`config.mk`:
```
export PLATFORM = sky130hd
export DESIGN_NAME = nn_layer_sequencer_flat
export DESIGN_NICKNAME = d
export VERILOG_FILES = /design/src/rtl/nn_layer_sequencer_if.sv /design/src/rtl/nn_layer_sequencer.sv /design/src/flat_wrapper.sv
export SDC_FILE = /design/constraint.sdc
export NUM_CORES = 1
export LEC_CHECK = 0
export ABC_CLOCK_PERIOD_IN_PS = 2100
export BUFFER_PORTS_ARGS = -buffer_cell sky130_fd_sc_hd__buf_2
export CAP_MARGIN = 30
export CORE_ASPECT_RATIO = 1.5
export CORE_MARGIN = 2
export CORE_UTILIZATION = 30
export DETAILED_ROUTE_END_ITERATION = 8
export GPL_ROUTABILITY_DRIVEN = 0
export SLEW_MARGIN = 15
export SYNTH_ARGS = -nofsm -noshare
export SYNTH_HDL_FRONTEND = slang
export SYNTH_SLANG_ARGS = --single-unit
export TNS_END_PERCENT = 10
```
`constraint.sdc`:
```
create_clock -name clk -period 2.1 [get_ports clk]
set_input_delay 0.105 -clock clk [delete_from_list [all_inputs] [get_ports clk]]
set_output_delay 0.105 -clock clk [all_outputs]
set_load 0.005 [all_outputs]
```
`src/rtl/nn_layer_sequencer_if.sv`:
```
// ----------------------------------------------------------------------------
// nn_layer_sequencer_if
// Bundles the sample-source handshake and the layer control lines of the
// neuron network sequencer.
//
//   in_valid  : request for a new inference (source -> sequencer)
//   in_ready  : sequencer idle and able to accept a request
//   hold      : freeze request, pauses the whole network
//   load_o    : one-cycle strobe that latches the input features
//   en_o      : shared neuron enable (= !hold)
//   run_o     : one-hot Run pulse, bit i drives layer i
//   layer_o   : index of the layer launched or being waited on
//   busy      : inference in progress
//   out_valid : one-cycle pulse, final layer outputs are stable
//
// Modports: master = sequencer side, slave = source/network side.
// ----------------------------------------------------------------------------
interface nn_layer_sequencer_if #(
    parameter int NUM_LAYERS = 2
);
    logic                  in_valid;
    logic                  in_ready;
    logic                  hold;
    logic                  load_o;
    logic                  en_o;
    logic [NUM_LAYERS-1:0] run_o;
    logic [2:0]            layer_o;
    logic                  busy;
    logic                  out_valid;

    modport master (
        input  in_valid, hold,
        output in_ready, load_o, en_o, run_o, layer_o, busy, out_valid
    );

    modport slave (
        output in_valid, hold,
        input  in_ready, load_o, en_o, run_o, layer_o, busy, out_valid
    );
endinterface

```
`src/rtl/nn_layer_sequencer.sv`:
```
// ----------------------------------------------------------------------------
// nn_layer_sequencer
// Sequences a multi-layer fixed-point neuron network one layer at a time:
// accepts a request (pulsing load_o), fires a one-cycle Run to each layer in
// turn spaced NEURON_LATENCY+1 cycles apart, then pulses out_valid.
//
// Ports:
//   clk         : clock, rising edge
//   rst         : asynchronous active-high reset
//   bus         : nn_layer_sequencer_if.master (handshake + layer control)
//   infer_count : (optional) completed inferences, wraps at 16 bits
//   cycle_last  : (optional) acceptance-to-out_valid cycles of the most
//                 recent inference, saturating at 0xFFFF
//
// Parameters: NUM_LAYERS (1..8), NEURON_LATENCY (>= 2).
// Optional feature macro: NN_SEQ_INFER_COUNT_EN adds infer_count/cycle_last.
// ----------------------------------------------------------------------------
module nn_layer_sequencer #(
    parameter int NUM_LAYERS     = 2,
    parameter int NEURON_LATENCY = 7
) (
    input  logic                 clk,
    input  logic                 rst,
    nn_layer_sequencer_if.master bus
`ifdef NN_SEQ_INFER_COUNT_EN
    ,
    output logic [15:0]          infer_count,
    output logic [15:0]          cycle_last
`endif
);

    localparam int              CNT_W      = $clog2(NEURON_LATENCY);
    localparam logic [CNT_W-1:0] CNT_LAST  = CNT_W'(NEURON_LATENCY - 1);
    localparam logic [2:0]       LAYER_LAST = 3'(NUM_LAYERS - 1);

    typedef enum logic [1:0] {
        S_IDLE,
        S_LAUNCH,
        S_WAIT,
        S_DONE
    } state_e;

    state_e           state_q, state_d;
    logic [2:0]       layer_q, layer_d;
    logic [CNT_W-1:0] cnt_q,   cnt_d;
    logic             accept;

    // Outputs are decodes of registered state; hold masks the pulses so a
    // frozen LAUNCH/DONE replays its pulse in the first non-held cycle.
    assign bus.in_ready  = (state_q == S_IDLE) && !bus.hold;
    assign accept        = bus.in_valid && bus.in_ready;
    assign bus.load_o    = accept;
    assign bus.en_o      = !bus.hold;
    assign bus.busy      = (state_q != S_IDLE);
    assign bus.layer_o   = layer_q;
    assign bus.out_valid = (state_q == S_DONE) && !bus.hold;
    assign bus.run_o     = (state_q == S_LAUNCH && !bus.hold)
                           ? (NUM_LAYERS'(1) << layer_q) : '0;

    always_comb begin
        // NOTE: every next-state signal gets a default hold value first, so no
        // path through the case leaves one unassigned (no inferred latch).
        state_d = state_q;
        layer_d = layer_q;
        cnt_d   = cnt_q;
        if (!bus.hold) begin
            case (state_q)
                S_IDLE: begin
                    if (accept) begin
                        layer_d = 3'd0;
                        state_d = S_LAUNCH;
                    end
                end
                S_LAUNCH: begin
                    cnt_d   = '0;
                    state_d = S_WAIT;
                end
                S_WAIT: begin
                    if (cnt_q == CNT_LAST) begin
                        if (layer_q == LAYER_LAST) begin
                            state_d = S_DONE;
                        end else begin
                            layer_d = layer_q + 3'd1;
                            state_d = S_LAUNCH;
                        end
                    end else begin
                        cnt_d = cnt_q + 1'b1;
                    end
                end
                S_DONE: begin
                    state_d = S_IDLE;
                end
            endcase
        end
    end

    always_ff @(posedge clk or posedge rst) begin
        if (rst) begin
            state_q <= S_IDLE;
            layer_q <= 3'd0;
            cnt_q   <= '0;
        end else begin
            // NOTE: sequential state uses non-blocking assignments so every
            // register samples pre-edge values regardless of statement order.
            state_q <= state_d;
            layer_q <= layer_d;
            cnt_q   <= cnt_d;
        end
    end

`ifdef NN_SEQ_INFER_COUNT_EN
    logic [15:0] infer_q;
    logic [15:0] last_q;
    logic [15:0] elapsed_q;

    // elapsed_q reads 1 in the cycle after acceptance, so in the out_valid
    // cycle it equals the acceptance-to-out_valid distance (held cycles too).
    always_ff @(posedge clk or posedge rst) begin
        if (rst) begin
            infer_q   <= 16'd0;
            last_q    <= 16'd0;
            elapsed_q <= 16'd0;
        end else begin
            if (accept) begin
                elapsed_q <= 16'd1;
            end else if (state_q != S_IDLE && elapsed_q != 16'hFFFF) begin
                elapsed_q <= elapsed_q + 16'd1;
            end
            if (bus.out_valid) begin
                infer_q <= infer_q + 16'd1;
                last_q  <= elapsed_q;
            end
        end
    end

    assign infer_count = infer_q;
    assign cycle_last  = last_q;
`endif

endmodule
```
`src/flat_wrapper.sv`:
```
// flat-port wrapper written by rule: the top's interface ports become plain ports
module nn_layer_sequencer_flat 
#(
    parameter int NUM_LAYERS     = 2,
    parameter int NEURON_LATENCY = 7
)
  (clk, rst, bus_in_valid, bus_hold, bus_in_ready, bus_load_o, bus_en_o, bus_run_o, bus_layer_o, bus_busy, bus_out_valid);
  nn_layer_sequencer_if #(.NUM_LAYERS(NUM_LAYERS)) bus_i ();
  input  logic clk;
  input  logic rst;
  input wire logic [$bits(bus_i.in_valid)-1:0] bus_in_valid;
  input wire logic [$bits(bus_i.hold)-1:0] bus_hold;
  output wire logic [$bits(bus_i.in_ready)-1:0] bus_in_ready;
  output wire logic [$bits(bus_i.load_o)-1:0] bus_load_o;
  output wire logic [$bits(bus_i.en_o)-1:0] bus_en_o;
  output wire logic [$bits(bus_i.run_o)-1:0] bus_run_o;
  output wire logic [$bits(bus_i.layer_o)-1:0] bus_layer_o;
  output wire logic [$bits(bus_i.busy)-1:0] bus_busy;
  output wire logic [$bits(bus_i.out_valid)-1:0] bus_out_valid;
  assign bus_i.in_valid = bus_in_valid;
  assign bus_i.hold = bus_hold;
  assign bus_in_ready = bus_i.in_ready;
  assign bus_load_o = bus_i.load_o;
  assign bus_en_o = bus_i.en_o;
  assign bus_run_o = bus_i.run_o;
  assign bus_layer_o = bus_i.layer_o;
  assign bus_busy = bus_i.busy;
  assign bus_out_valid = bus_i.out_valid;
  nn_layer_sequencer #(.NUM_LAYERS(NUM_LAYERS), .NEURON_LATENCY(NEURON_LATENCY)) u_core (.clk(clk), .rst(rst), .bus(bus_i));
endmodule
```
==> summary.txt, run 1 <==
Register-to-register setup slack -> 0.24 ns
Via count -> 507
Top_reg_cell synth -> dfrtp_1
Peak VDD IR -> 510.6 uV
Cell variety after synth -> 24
Buf/Inv on CP -> 1
Worst-path clk slew -> 0.06 ns
Starting Density -> 0.3082
Area growth, synth to finish -> 19.71%
Crit-path slowest cell -> a221oi_4
Ant diodes -> 0
CP Cell Sequence -> inv_1 -> ha_1 -> a221oi_4 -> o211ai_2 -> mux2_4
Ports -> 14
CP startpoint -> u_core.state_q[0]
Clock Sinks -> 8
Peak per-stage delay on the critical path -> 0.43 ns
Die area -> 2415 sq um
Net Sw Power -> 387.3 uW
Final ANT Viol Nets -> 0
Comb pwr share -> 0.540
CP endpoint kind -> flip-flop
Final wirelength -> 1140 um
Num CTS Buffers -> 3
Register area share after synthesis -> 0.3285
Crit-path leading delay family -> compound AO/OA/AOI/OAI gates
Unrepaired setup endpoints after global routing -> no
Remaining DRCs -> 0
Top layer used by detailed routing -> met4
Required @ worst endpoint -> 2.23 ns
Final cycle utilization of the critical path -> 0.8855
Final Total Pwr -> 905.9 uW
Fin Clk Skew -> 0.01133 ns
Worst EP arrival -> 1.99 ns
Post-route met1 wirelength -> 475 um
Number of port buffers -> 13
Leak -> 0.0003738 uW
Post-CTS Setup Bufs -> 0
Core area -> 1977 sq um
Worst-Skew Late Latency -> 0.26 ns
Pin count of the biggest net entering global routing -> 12
Final Critical Period -> 1.860 ns
Met3 Routed Length -> 30 um
Type of the worst min-delay path -> input pin to flip-flop
Met2 routed WL -> 617 um
GRT Residual Overflow -> 0
Setup crit start kind -> flip-flop
Gr usage total -> 0.1188
Row count -> 20
Async SR Flop Fraction -> 1.000
Final TNS setup -> 0 ns
Final Hold Fails -> 0
Vias in the first global route -> 476
Outcome -> completed
Detailed Route Iter0 Violations -> 5
Final core occ -> 0.3690
Pwr per Cell Area -> 1242 nW/um^2
TritonCTS clock tree -> yes
Reg2Reg Depth -> 5
Routed vias/inst -> 4.971
First-pass GRT wire length -> 1959 um
Post-DP HPWL -> 910.4 um
Fin nets -> 95
Proportion of layout cells with a drive suffix above 1 -> 0.3000
CP Max Fanout -> 11
Sequential share of power -> 0.328
Wire length per cell -> 11.18 um
Clock network power share -> 0.132
Initial antenna violation count -> 0
Max Root-Sink Buffers -> 2
Mapped Area -> 609.3 sq um
Max-cap violations -> 0
Reg2reg start -> u_core.state_q[0]
Slew margin rel. -> 0.7087
Die height -> 59.20 um
EDFF count, synth -> 0
CP Depth -> 5
Root buffer cell -> clkbuf_4
Syn_area_per_cell -> 9.521 sq um
Synth warn -> 0
Final setup viols -> 0
Crit path kind -> flip-flop to flip-flop
FMAX -> 0.5378 GHz
Worst slew pin tran -> 0.4369 ns
Net Sw Frac -> 0.4275
Syn nets -> 77
H-tree Lvls -> 1
Hold Crit Depth -> 3
Slew Viols, Final -> 0
Int Power -> 518.7 uW
#FFs+latches synth -> 8
Die W -> 40.80 um
Post-cts repair resize count -> 0
Initial DRT Pass Iterations -> 2
Mapped Cells -> 64
Hold_sp -> bus_hold
==> state kept, by name, summed over array words and instances (netlist names) <==
name and flops:
u_core.state_q 2, u_core.cnt_q 3, u_core.bus.layer_o 3
==> cell usage after synthesis (2+ instances only) <==
library cell	number	area (sq um)
inv_1	10	37.54
nor3_1	3	15.01
o21ai_0	3	15.01
nand2_1	5	18.77
nor2b_1	2	12.51
ha_1	9	112.6
a22o_1	3	26.28
a31oi_1	2	12.51
nor2_1	2	7.510
a21oi_1	3	15.01
nand3b_1	2	15.01
dfrtp_1	8	200.2
==> routing by layer <==
| metal | vias up | GRT usage |
|---|---|---|
| li1 | 259 | - |
| met1 | 238 | 0.1425 |
| met2 | 8 | 0.1920 |
| met3 | 2 | 0.03383 |
| met4 | 0 | 0.04286 |
| met5 | - | 0 |
==> placed cells by master, fill, tap and decap left out <==
cell            n
nand2_2         1
or2b_2          1
ha_1            9
o22ai_1         1
a22o_1          3
nor2_1          2
nand3_1         1
nor3_1          3
dfrtp_1         8
nor3b_1         1
nand2_1         5
nand3b_1        2
a221oi_4        1
mux2_4          1
o211ai_2        1
a31oi_1         2
nor2b_1         2
inv_1          10
and3_2          1
clkbuf_4        3
dlygate4sd3_1   1
o32a_2          1
o21ai_0         3
a22o_2          1
a21oi_1         3
buf_2          13
==> path summary, 6_finish.rpt <==
kind / to
max: u_core.bus.layer_o[0]
min: u_core.cnt_q[2]
max reg2reg: u_core.bus.layer_o[0]
min reg2reg: u_core.state_q[1]
max in group asynchronous: u_core.bus.layer_o[0]
min in group asynchronous: u_core.bus.layer_o[1]
==> what timing repair did <==
| action | CTS | global route |
|---|---|---|
| hold buffers | 1 | 0 |
| setup endpoints to repair | 0 | 0 |
| hold endpoints to repair | 8 | 0 |
==> cell families after synthesis <==
group                      after synthesis  share of synthesized area
AOI/OAI and AO/OA                       16                     0.2218
adders and majority gates                9                     0.1848
buffers and inverters                   11                    0.06981
DFF                                      8                     0.3285
muxes                                    1                    0.02463
and+or+nand+nor                         19                     0.1704
==> tightest hold or removal path, delay by kind of cell <==
family | cells | cell delay, ns
AO/OA/AOI/OAI | 1 | 0.12
AND/OR/NAND/NOR | 1 | 0.09
buffers and inverters | 1 | 0.17
==> through the flow <==
stage	setup WS, ns	instances	hold WS (ns)	cell area [sq um]
floorplan	0.4709	64	-0.07934	609.3
global placement	0.3151	98	0.07454	696.9
detailed placement	0.2523	98	0.07864	696.9
CTS	0.2288	102	0.2664	729.5
global route	0.09614	102	0.2781	729.5
finish	0.2404	102	0.2730	729.5
==> power by group through the flow <==
stage          Combinational (uW)  Clock, uW  Sequential (uW)
2_1_floorplan                 370          0              285
3_3_place_gp                  484          0              297
3_5_place_dp                  491          0              299
4_1_cts                       497        127              297
5_1_grt                       551        140              312
6_report                      489        120              297
==> cell type report <==
class	count	area (sq um)
Fill cell	201	1247
Timing Repair Buffer	14	75.07
Sequential cell	8	200.2
Clock buffer	3	22.52
Multi-Input combinational cell	45	366.6
Inverter	10	37.54
Tap cell	22	27.53
No activity file was read; power rests on OpenSTA's default activity.
==> run 2: changes to the inputs <==
--- a/config.mk
+++ b/config.mk
@@ -5,7 +5,7 @@
 export SDC_FILE = /design/constraint.sdc
 export NUM_CORES = 1
 export LEC_CHECK = 0
-export ABC_CLOCK_PERIOD_IN_PS = 2100
+export ABC_CLOCK_PERIOD_IN_PS = 2400
 export BUFFER_PORTS_ARGS = -buffer_cell sky130_fd_sc_hd__buf_2
 export CAP_MARGIN = 30
 export CORE_ASPECT_RATIO = 1.5
@@ -17,4 +17,3 @@
 export SYNTH_ARGS = -nofsm -noshare
 export SYNTH_HDL_FRONTEND = slang
 export SYNTH_SLANG_ARGS = --single-unit
-export TNS_END_PERCENT = 10
==> constraint.sdc (replaced) <==
create_clock -name clk -period 2.4 [get_ports clk]
set_input_delay 0.12 -clock clk [delete_from_list [all_inputs] [get_ports clk]]
set_output_delay 0.12 -clock clk [all_outputs]
set_load 0.005 [all_outputs]
==> run 2 against run 1 <==
  * Clock power shrank 13%
  * Count of clock-buffer cells in the layout is the same
  * Sequential power shrank 12%
  * Hold slack gained 0.014 ns
  * Fmax shrank 1.1%
  * Design area is the same
  * Flip-flop and latch count is the same
  * Clock skew shrank 0.0013 ns
  * Global-route usage grew 0.87 points
  * Setup slack gained 0.28 ns
==> summary.txt, run 2 (synthesized netlist as in run 1, its figures left out) <==
Gr usage total -> 0.1274
Final Hold Fails -> 0
Final TNS setup -> 0 ns
Final wirelength -> 1200 um
TritonCTS clock tree -> yes
Most common cell after layout, fill and taps aside -> buf_2
Routed vias/inst -> 5.108
Leak -> 0.0003738 uW
Via count -> 521
FMAX -> 0.5318 GHz
CP Max Fanout -> 11
Max-cap violations -> 0
Remaining DRCs -> 0
Outcome -> completed
Num CTS Buffers -> 3
Post-CTS Setup Bufs -> 0
Wire length per cell -> 11.76 um
Final Non-Filler Cells -> 102
Setup crit start kind -> flip-flop
Initial DRT Pass Iterations -> 3
Worst slew pin tran -> 0.4273 ns
Root buffer cell -> clkbuf_4
Die W -> 40.80 um
Worst-path clk slew -> 0.06 ns
Peak VDD IR -> 572.6 uV
Die area -> 2415 sq um
Fin Clk Skew -> 0.009987 ns
Final ANT Viol Nets -> 0
Final cycle utilization of the critical path -> 0.7835
Crit path kind -> flip-flop to flip-flop
Proportion of layout cells with a drive suffix above 1 -> 0.3000
First-pass GRT wire length -> 2118 um
Required @ worst endpoint -> 2.53 ns
Max Root-Sink Buffers -> 2
Detailed Route Iter0 Violations -> 4
Clock Sinks -> 8
Commonest cells after routing, fill and taps aside -> buf_2 (13), inv_1 (10), ha_1 (9)
Die height -> 59.20 um
Initial antenna violation count -> 0
DP Cell Count -> 98
Core area -> 1977 sq um
Hold_ws -> 0.2869 ns
Design Area, Final -> 729.5 sq um
Worst EP arrival -> 2.01 ns
Unrepaired setup endpoints after global routing -> no
Vias in the first global route -> 504
Post-DP HPWL -> 916.5 um
Starting Density -> 0.3082
Slew margin rel. -> 0.7151
Fin nets -> 95
Area growth, synth to finish -> 19.71%
GRT Residual Overflow -> 0
Slew Viols, Final -> 0
Pwr per Cell Area -> 1089 nW/um^2
Final setup viols -> 0
Row count -> 20
Type of the worst min-delay path -> input pin to flip-flop
Area after DPL -> 696.9 sq um
CP endpoint kind -> flip-flop
Pin count of the biggest net entering global routing -> 12
Ports -> 14
Final Critical Period -> 1.880 ns
Worst-Skew Late Latency -> 0.26 ns
H-tree Lvls -> 1
Ant diodes -> 0
Number of port buffers -> 13
-- run 2: power breakdown --
| part | leakage, uW | internal, uW | total, uW | switching, uW |
|---|---|---|---|---|
| Sequential | 0.000103 | 189 | 261 | 72.2 |
| Clock | 0.0000138 | 57.3 | 104 | 46.8 |
| Combinational | 0.000257 | 207 | 429 | 222 |
-- run 2: final timing paths --
check	slack (ns)	from	cells after the start	end
max	0.52	u_core.state_q[0]	5	u_core.bus.layer_o[0]
min	0.29	bus_hold	3	u_core.cnt_q[2]
max reg2reg	0.52	u_core.state_q[0]	5	u_core.bus.layer_o[0]
min reg2reg	0.56	u_core.state_q[1]	1	u_core.state_q[1]
max in group asynchronous	1.80	rst	3	u_core.bus.layer_o[0]
min in group asynchronous	0.35	rst	3	u_core.cnt_q[2]
-- run 2: routing by layer --
layer  part of all wire  track usage  vias to the layer above
li1                   -            -                      260
met1               0.40       0.1520                      249
met2               0.55       0.2098                        8
met3              0.029      0.02256                        4
met4              0.017      0.05714                        0
met5                  0            0                        -
-- run 2: area by class of cell --
cell class	count	area, sq um
Tap cell	22	27.53
Fill cell	201	1247
Sequential cell	8	200.2
Clock buffer	3	22.52
Timing Repair Buffer	14	75.07
Inverter	10	37.54
Multi-Input combinational cell	45	366.6
-- run 2: what timing repair did --
action | 4_1_cts | 5_1_grt
hold buffers | 1 | 0
resized for setup | 0 | 0
endpoints found under the hold margin | 8 | 0
setup endpoints to repair | 0 | 0
-- run 2: worst max-delay path, cell delays in order, from the launching register on --
cell,delay (ns)
dfrtp_1,0.41
inv_1,0.10
ha_1,0.35
a221oi_4,0.44
o211ai_2,0.17
mux2_4,0.28
-- run 2: metrics by stage --
step | setup WS (ns) | total power [uW] | utilization
floorplan | 0.7709 | 573.8 | -
global placement | 0.6156 | 682.9 | 0.3525
detailed placement | 0.5483 | 687.5 | 0.3525
CTS | 0.5202 | 807.9 | 0.3690
global route | 0.3798 | 871.0 | 0.3690
finish | 0.5195 | 794.6 | 0.3690
